<file path="src/rtl/pattern_gen.sv">
// pattern_gen: registered, multi-mode VGA test-pattern source.
// It sits between the 640x480 sync counter (hc, vc, vidon) and the 3-3-2 RGB pins.
//
// Modes are stepped by the mode_next pulse:
//   0 HSTRIPE -> 1 VSTRIPE -> 2 CHECKER -> 3 BARS -> 0
//
// A per-frame scroll offset animates the stripe and bar patterns.
// The pause input freezes that offset.
//
// Optional macro PATGEN_BORDER_EN draws a white one-pixel frame
// around the visible area.
//
// Valid/ready: none. All inputs are sampled on every rising clk edge.
// mode_next is a single-cycle pulse. Each cycle it is high advances the mode once.

module pattern_gen #(
    parameter int STRIPE_LOG2 = 4,
    parameter int HPIX_START  = 144,
    parameter int VPIX_START  = 31,
    parameter int H_ACTIVE    = 640,
    parameter int V_ACTIVE    = 480,
    parameter int SCROLL_STEP = 1
) (
    input  logic       clk,
    input  logic       clr,
    input  logic       vidon,
    input  logic [9:0] hc,
    input  logic [9:0] vc,
    input  logic       mode_next,
    input  logic       pause,
    output logic [2:0] red,
    output logic [2:0] green,
    output logic [1:0] blue,
    output logic [1:0] mode
);

    typedef enum logic [1:0] {
        M_HSTRIPE = 2'd0,
        M_VSTRIPE = 2'd1,
        M_CHECKER = 2'd2,
        M_BARS    = 2'd3
    } mode_t;

`ifdef PATGEN_BORDER_EN
    localparam bit BORDER_EN = 1'b1;
`else
    localparam bit BORDER_EN = 1'b0;
`endif

    localparam logic [9:0] X_LAST = 10'(H_ACTIVE - 1);
    localparam logic [9:0] Y_LAST = 10'(V_ACTIVE - 1);

    mode_t      mode_q, mode_d;
    logic [9:0] offset_q, offset_d;
    logic       vz_q;
    logic [2:0] red_q, green_q;
    logic [1:0] blue_q;

    logic [9:0] x, y, xs, ys;
    logic       vz, tick, border;
    logic [2:0] pix_r, pix_g;
    logic [1:0] pix_b;
    logic       b;
    logic [2:0] bar_i;

    // Screen coordinates relative to the first visible pixel, plus scrolled copies.
    // All arithmetic is 10-bit and wraps mod 1024.
    always_comb begin
        x      = hc - 10'(HPIX_START);
        y      = vc - 10'(VPIX_START);
        xs     = x + offset_q;
        ys     = y + offset_q;
        vz     = (vc == 10'd0);
        tick   = vz & ~vz_q;
        border = BORDER_EN && ((x == 10'd0) || (x == X_LAST) ||
                               (y == 10'd0) || (y == Y_LAST));
    end

    // Mode FSM next state and scroll offset update.
    // A mode step always restarts the scroll from 0, even when it lands on a frame tick.
    always_comb begin
        mode_d   = mode_q;
        offset_d = offset_q;
        if (mode_next) begin
            mode_d   = mode_t'(mode_q + 2'd1);
            offset_d = 10'd0;
        end else if (tick && !pause) begin
            offset_d = offset_q + 10'(SCROLL_STEP);
        end
    end

    // Pattern colour for the current pixel in the current mode.
    always_comb begin
        pix_r = 3'd0;
        pix_g = 3'd0;
        pix_b = 2'd0;
        b     = 1'b0;
        bar_i = xs[8:6];
        case (mode_q)
            M_HSTRIPE: begin
                b     = ys[STRIPE_LOG2];
                pix_r = {3{b}};
                pix_g = {3{~b}};
            end
            M_VSTRIPE: begin
                b     = xs[STRIPE_LOG2];
                pix_r = {3{b}};
                pix_g = {3{~b}};
            end
            M_CHECKER: begin
                b     = x[STRIPE_LOG2] ^ y[STRIPE_LOG2];
                pix_r = {3{b}};
                pix_g = {3{b}};
                pix_b = {2{b}};
            end
            M_BARS: begin
                pix_r = {3{bar_i[2]}};
                pix_g = {3{bar_i[1]}};
                pix_b = {2{bar_i[0]}};
            end
            default: begin
                pix_r = 3'd0;
            end
        endcase
    end

    // State registers: mode, scroll offset, and the frame-start edge detector.
    // vz_q resets to 1 so that a frame tick cannot fire on the first cycle after reset.
    always_ff @(posedge clk) begin
        if (clr) begin
            mode_q   <= M_HSTRIPE;
            offset_q <= 10'd0;
            vz_q     <= 1'b1;
        end else begin
            mode_q   <= mode_d;
            offset_q <= offset_d;
            vz_q     <= vz;
        end
    end

    // Output register: the pattern and vidon are captured together.
    // This gives one clock of latency from the pixel coordinates to the colour pins.
    always_ff @(posedge clk) begin
        if (clr || !vidon) begin
            red_q   <= 3'd0;
            green_q <= 3'd0;
            blue_q  <= 2'd0;
        end else if (border) begin
            red_q   <= 3'd7;
            green_q <= 3'd7;
            blue_q  <= 2'd3;
        end else begin
            red_q   <= pix_r;
            green_q <= pix_g;
            blue_q  <= pix_b;
        end
    end

    assign red   = red_q;
    assign green = green_q;
    assign blue  = blue_q;
    assign mode  = mode_q;

endmodule

</file>
<file path="config.mk">
export PLATFORM = sky130hd
export DESIGN_NAME = pattern_gen
export DESIGN_NICKNAME = d
export VERILOG_FILES = /design/src/rtl/pattern_gen.sv
export SDC_FILE = /design/constraint.sdc
export NUM_CORES = 1
export LEC_CHECK = 0
export ABC_AREA = 1
export BUFFER_PORTS_ARGS = -buffer_cell sky130_fd_sc_hd__buf_2
export CAP_MARGIN = 20
export CORE_MARGIN = 2
export CORE_UTILIZATION = 25
export DETAILED_ROUTE_END_ITERATION = 6
export SLEW_MARGIN = 20
export SYNTH_ARGS = -nofsm -noshare
export SYNTH_HDL_FRONTEND = slang
export SYNTH_SLANG_ARGS = --single-unit
</file>
<file path="constraint.sdc">
create_clock -name clk -period 2.1 [get_ports clk]
set_clock_uncertainty 0.15 [all_clocks]
set_input_delay 0.315 -clock clk [delete_from_list [all_inputs] [get_ports clk]]
set_output_delay 0.315 -clock clk [all_outputs]
set_load 0.02 [all_outputs]
</file>
==> impl_metrics.env, run 1 <==
export IMPL_outcome="finished, final reports clean"
export IMPL_ys_warn_count=0
export IMPL_start_util=0.261
export IMPL_worstHoldPathCells=2
export IMPL_synth_edf_count=0
export IMPL_min_path_type="in -> reg"
export IMPL_post_dp_hpwl_um=2750
export IMPL_numCtsBuffers=3
export IMPL_syn_area_um2=1460
export IMPL_rsz0062_at_grt="false"
export IMPL_cts_sinks=15
export IMPL_grtUsageTotal=0.115
export IMPL_dp_cells=325
export IMPL_dpl_worst_slack_ps=13.5
export IMPL_ys_types=24
export IMPL_crit_path_end_kind="flop"
export IMPL_die_h_um=80.3
export IMPL_drive_gt1_frac=0.183
export IMPL_grt_overflow=0
export IMPL_crit_top_cell="nand2_1"
export IMPL_hold_worst_slack_ps=148
export IMPL_timing_fmax_ghz=0.549
export IMPL_stdcell_area_um2=1740
export IMPL_fin_crit_sh=0.867
export IMPL_cts_hold_buf=0
export IMPL_worstSetupPathType="in -> reg"
export IMPL_synth_ff_latch_count=15
export IMPL_drt_vias_per_instance=4.36
export IMPL_slew_headroom=0.776
export IMPL_syn_avg_cell_area_um2=6.53
export IMPL_die_x_um=80.3
export IMPL_wl_per_cell_um=9.64
export IMPL_p_leak_nw=0.901
export IMPL_ios=35
export IMPL_setup_tns_ps=0
export IMPL_first_iter_violations=33
export IMPL_antenna_found_initial=0
export IMPL_worst_pin_slew_ps=334
export IMPL_total_power_mw=0.715
export IMPL_core_area_um2=5570
export IMPL_reg2regPathDepth=9
export IMPL_first_pass_iters=4
export IMPL_synthTopCellsByCount="nand2_1 (53), inv_1 (37), nand3_1 (24), ha_1 (18), nor2_1 (17)"
export IMPL_instances_no_fill=329
export IMPL_vias=1434
export IMPL_grt_pass1_vias=1388
export IMPL_slew_viol_final=0
export IMPL_ys_async_sr_fraction=0
export IMPL_cp_arrival_ps=1860
export IMPL_crit_path_cell_trace="buf_2 > inv_1 > ha_1 > xor2_1 > ha_1 > nand2_1 > inv_1 > a21oi_1 > nand2_1 > nand2_1 > nand3_1 > nand3_1 > nand2_1 > a21oi_1"
export IMPL_worst_slack_ps=278
export IMPL_ys_seq_area_frac=0.206
export IMPL_cts_root_buf="clkbuf_8"
export IMPL_required_ps=2140
export IMPL_clk_path_buf_depth=2
export IMPL_cts_setup_buffers=0
export IMPL_die_area_um2=6450
export IMPL_crit_fanout=3
export IMPL_rows=27
export IMPL_syn_instance_count=223
export IMPL_synth_top_cell_area_share=0.206
export IMPL_cts_resized=0
export IMPL_setup_viol=0
export IMPL_port_buffers=33
export IMPL_power_density_nw_per_um2=412
export IMPL_grt_pass1_wl_um=5820
export IMPL_cpPeakStageDelay_ps=310
export IMPL_synthMostInstantiatedCell="nand2_1"
export IMPL_yosys_top_cells_area="dfxtp_1 (21%), ha_1 (15%), nand2_1 (14%)"
export IMPL_utilization=0.311
export IMPL_area_delta_synth_final_pct=19.2
export IMPL_slowest_stage="ha_1"
export IMPL_critPathLaunchType="input port"
export IMPL_cts_tree="built"
export IMPL_finalNetCount=301
export IMPL_wirelength_um=3170
export IMPL_layout_min_cycle_time_ps=1820
export IMPL_h_tree_depth=1
export IMPL_maxCapViolCount=0
export IMPL_placed_cell_area_um2=1690
export IMPL_irDropWorstVdd_mv=0.219
export IMPL_grt_max_degree=10
export IMPL_clk_pin_slew_worst_paths_ps=60
export IMPL_syn_nets=266
export IMPL_drc=0
export IMPL_yosys_most_used_dff="dfxtp_1"
export IMPL_hold_viol=0
export IMPL_clock_latency_ps=250
export IMPL_yosysTopAreaCell="dfxtp_1"
export IMPL_ant_nets=0
export IMPL_routabilityCongestion=0.755
export IMPL_insertedDiodeCount=0
-- final timing paths --
kind | start | slack [ps] | to
worst min-delay path | clr | 150 | mode[0]$_SDFFE_PP0P_
worst min register to register | offset_q[7]$_SDFFE_PP0P_ | 350 | offset_q[7]$_SDFFE_PP0P_
worst max-delay path | hc[4] | 280 | green[1]$_SDFF_PP0_
worst max register to register | offset_q[1]$_SDFFE_PP0P_ | 340 | red[1]$_SDFF_PP0_
-- power breakdown --
group	total, mW	internal (mW)	leakage (nW)	switching, mW
registers	0.300	0.292	0.122	0.00740
logic	0.172	0.0716	0.754	0.101
clock network	0.243	0.132	0.0255	0.111
total	0.715	0.495	0.901	0.219
-- metal layers --
layer  part of all wire  up-vias  wire [µm]  track usage
met5                  0        -          0            0
met1               0.46      634       1450        0.134
met3              0.033        4        104       0.0270
met2               0.50       13       1580        0.206
li1                   -      783          -            -
met4              0.014        0         44       0.0356
-- cells in the final DEF (no fill, tap or decap), types with 4 or more instances in the layout --
master,instances
nand2_1,53
inv_1,37
buf_2,33
nand3_1,24
ha_1,18
nor2_1,17
a21oi_1,16
dfxtp_1,15
xor2_1,10
nand4_1,4
-- state kept, by name, indices dropped and copies added (netlist names) --
register / cells
blue: 1
green: 1
mode: 2
offset_q: 9
red: 1
vz_q: 1
-- cell families (layout without fill, tap and decap cells) --
group           after synthesis  in the layout  synth area share
compound gates               25             25            0.0971
xor+xnor                     13             13            0.0782
fa+ha+maj                    18             18             0.155
buf+inv                      42             76             0.121
flops                        15             15             0.206
simple gates                110            110             0.343
-- critical path: cells and delay by family --
family	cells	cell delay [ps]
xor+xnor	1	150
buf+inv	3	190
simple gates	6	410
fa+ha+maj	2	520
compound gates	2	270
-- final cells by class --
| class | count | area (µm²) |
|---|---|---|
| tap | 72 | 90.1 |
| timing repair buffer | 35 | 180 |
| multi-input combinational | 166 | 980 |
| fill | 625 | 3840 |
| inverter | 37 | 139 |
| clock buffer | 3 | 41.3 |
| clock inverter | 1 | 5.00 |
| sequential | 15 | 300 |
(Power assumes the default switching activity.)
==> inputs of run 2 (changes only) <==
Settings changed: PLACE_DENSITY_LB_ADDON set to 0.3.
==> impl_metrics.env, run 2 (synthesis gave the netlist of run 1 again) <==
export IMPL_outcome="finished, final reports clean"
export IMPL_crit_fanout=3
export IMPL_ant_nets=0
export IMPL_slowest_stage="ha_1"
export IMPL_worstSetupPathType="in -> reg"
export IMPL_required_ps=2140
export IMPL_cp_arrival_ps=1850
export IMPL_critPathTopFamily="adder cells"
export IMPL_grtUsageTotal=0.113
export IMPL_cts_tree="built"
export IMPL_setup_tns_ps=0
export IMPL_post_dp_hpwl_um=2790
export IMPL_maxCapViolCount=0
export IMPL_cp_buffers_inverters=3
export IMPL_grt_max_degree=9
export IMPL_wirelength_um=3300
export IMPL_seq_power_share=0.415
export IMPL_use_met2=0.203
export IMPL_worst_slack_ps=298
export IMPL_grt_pass1_wl_um=5690
export IMPL_layout_min_cycle_time_ps=1800
export IMPL_pwr_share_clk=0.342
export IMPL_cts_hold_buf=0
export IMPL_clk_pin_slew_worst_paths_ps=70
export IMPL_setup_viol=0
export IMPL_irDropWorstVdd_mv=0.187
export IMPL_rsz0062_at_grt="false"
export IMPL_first_pass_iters=4
export IMPL_power_density_nw_per_um2=412
export IMPL_min_path_type="in -> reg"
export IMPL_total_power_mw=0.723
export IMPL_start_util=0.261
export IMPL_die_area_um2=6450
export IMPL_mostFrequentLayoutCells="nand2_1 (53), inv_1 (37), buf_2 (33)"
export IMPL_die_x_um=80.3
export IMPL_crit_path_end_kind="flop"
export IMPL_switchingPower_mw=0.223
export IMPL_grt_pass1_vias=1347
export IMPL_fin_crit_sh=0.858
export IMPL_cts_sinks=15
export IMPL_finalNetCount=302
export IMPL_antenna_found_initial=0
export IMPL_h_tree_depth=1
export IMPL_layout_commonest_cell="nand2_1"
export IMPL_rows=27
export IMPL_cts_root_buf="clkbuf_8"
export IMPL_hold_viol=0
export IMPL_drive_gt1_frac=0.194
export IMPL_area_delta_synth_final_pct=20.5
export IMPL_timing_fmax_ghz=0.555
export IMPL_slew_viol_final=0
export IMPL_utilization=0.315
export IMPL_ios=35
export IMPL_r2r_start="offset_q[3]$_SDFFE_PP0P_"
export IMPL_worst_pin_slew_ps=316
export IMPL_vias=1409
export IMPL_crit_path_cell_trace="buf_2 > inv_1 > ha_2 > xor2_2 > ha_1 > nand2_1 > inv_1 > a21oi_2 > nand2_1 > nand2_1 > nand3_1 > nand3_1 > nand2_1 > a21oi_1"
export IMPL_p_int_mw=0.500
export IMPL_drt_vias_per_instance=4.27
export IMPL_worstHoldStart="clr"
export IMPL_slew_headroom=0.788
export IMPL_core_area_um2=5570
export IMPL_stdcell_area_um2=1760
export IMPL_grt_overflow=0
export IMPL_largest_reg_flops=9
export IMPL_top_register="offset_q"
export IMPL_cp_startpoint="hc[4]"
export IMPL_placed_cell_area_um2=1690
export IMPL_first_iter_violations=70
export IMPL_critPathLaunchType="input port"
export IMPL_routabilityCongestion=0.770
export IMPL_instances_no_fill=330
export IMPL_clock_latency_ps=250
export IMPL_met1_usage=0.134
export IMPL_switching_share=0.309
export IMPL_wl_per_cell_um=10.0
export IMPL_p_leak_nw=0.904
export IMPL_crit_top_cell="nand2_1"
export IMPL_numCtsBuffers=3
export IMPL_port_buffers=33
export IMPL_cpPeakStageDelay_ps=330
export IMPL_p_comb_frac=0.244
export IMPL_dp_cells=325
export IMPL_dpl_worst_slack_ps=-32.5
export IMPL_clk_path_buf_depth=2
export IMPL_grt_busiest_layer="met2"
export IMPL_insertedDiodeCount=0
export IMPL_die_h_um=80.3
export IMPL_use_met3=0.0146
export IMPL_drc=0
export IMPL_hold_worst_slack_ps=136
run 2: changes by cell type in the layout (fill, tap and decap cells not counted), sizes merged:
cell and change:
clkinv -1, buf +1, clkbuf +1
run 2: power groups by stage:
stage | clock network [mW] | logic, mW | registers (mW)
after floorplan | 0 | 0.107 | 0.314
after global placement | 0 | 0.172 | 0.306
after detailed placement | 0 | 0.173 | 0.306
after CTS | 0.252 | 0.173 | 0.300
after global routing | 0.260 | 0.204 | 0.301
final | 0.247 | 0.176 | 0.300
run 2: cell type report:
type / instances / area (µm²)
Tap cell: 72 / 90.1
Fill cell: 615 / 3820
Sequential cell: 15 / 300
Inverter: 37 / 139
Timing Repair Buffer: 36 / 188
Clock buffer: 4 / 45.0
Multi-Input combinational cell: 166 / 993
run 2: worst paths after layout:
path | slack [ps] | end | cells past startpoint
worst max register to register | 360 | red[1]$_SDFF_PP0_ | 6
worst min-delay path | 140 | mode[0]$_SDFFE_PP0P_ | 2
worst min register to register | 350 | offset_q[7]$_SDFFE_PP0P_ | 2
worst max-delay path | 300 | green[1]$_SDFF_PP0_ | 14
run 2: what timing repair did:
action | CTS | global route
setup endpoints to repair | 0 | 1
setup buffers | 0 | 1
resized for setup | 0 | 3
run 2: routing by layer:
layer  routed length [µm]  vias up
met3                   64        5
met5                    0        -
met4                   65        0
met2                 1610       14
met1                 1560      611
li1                     -      779
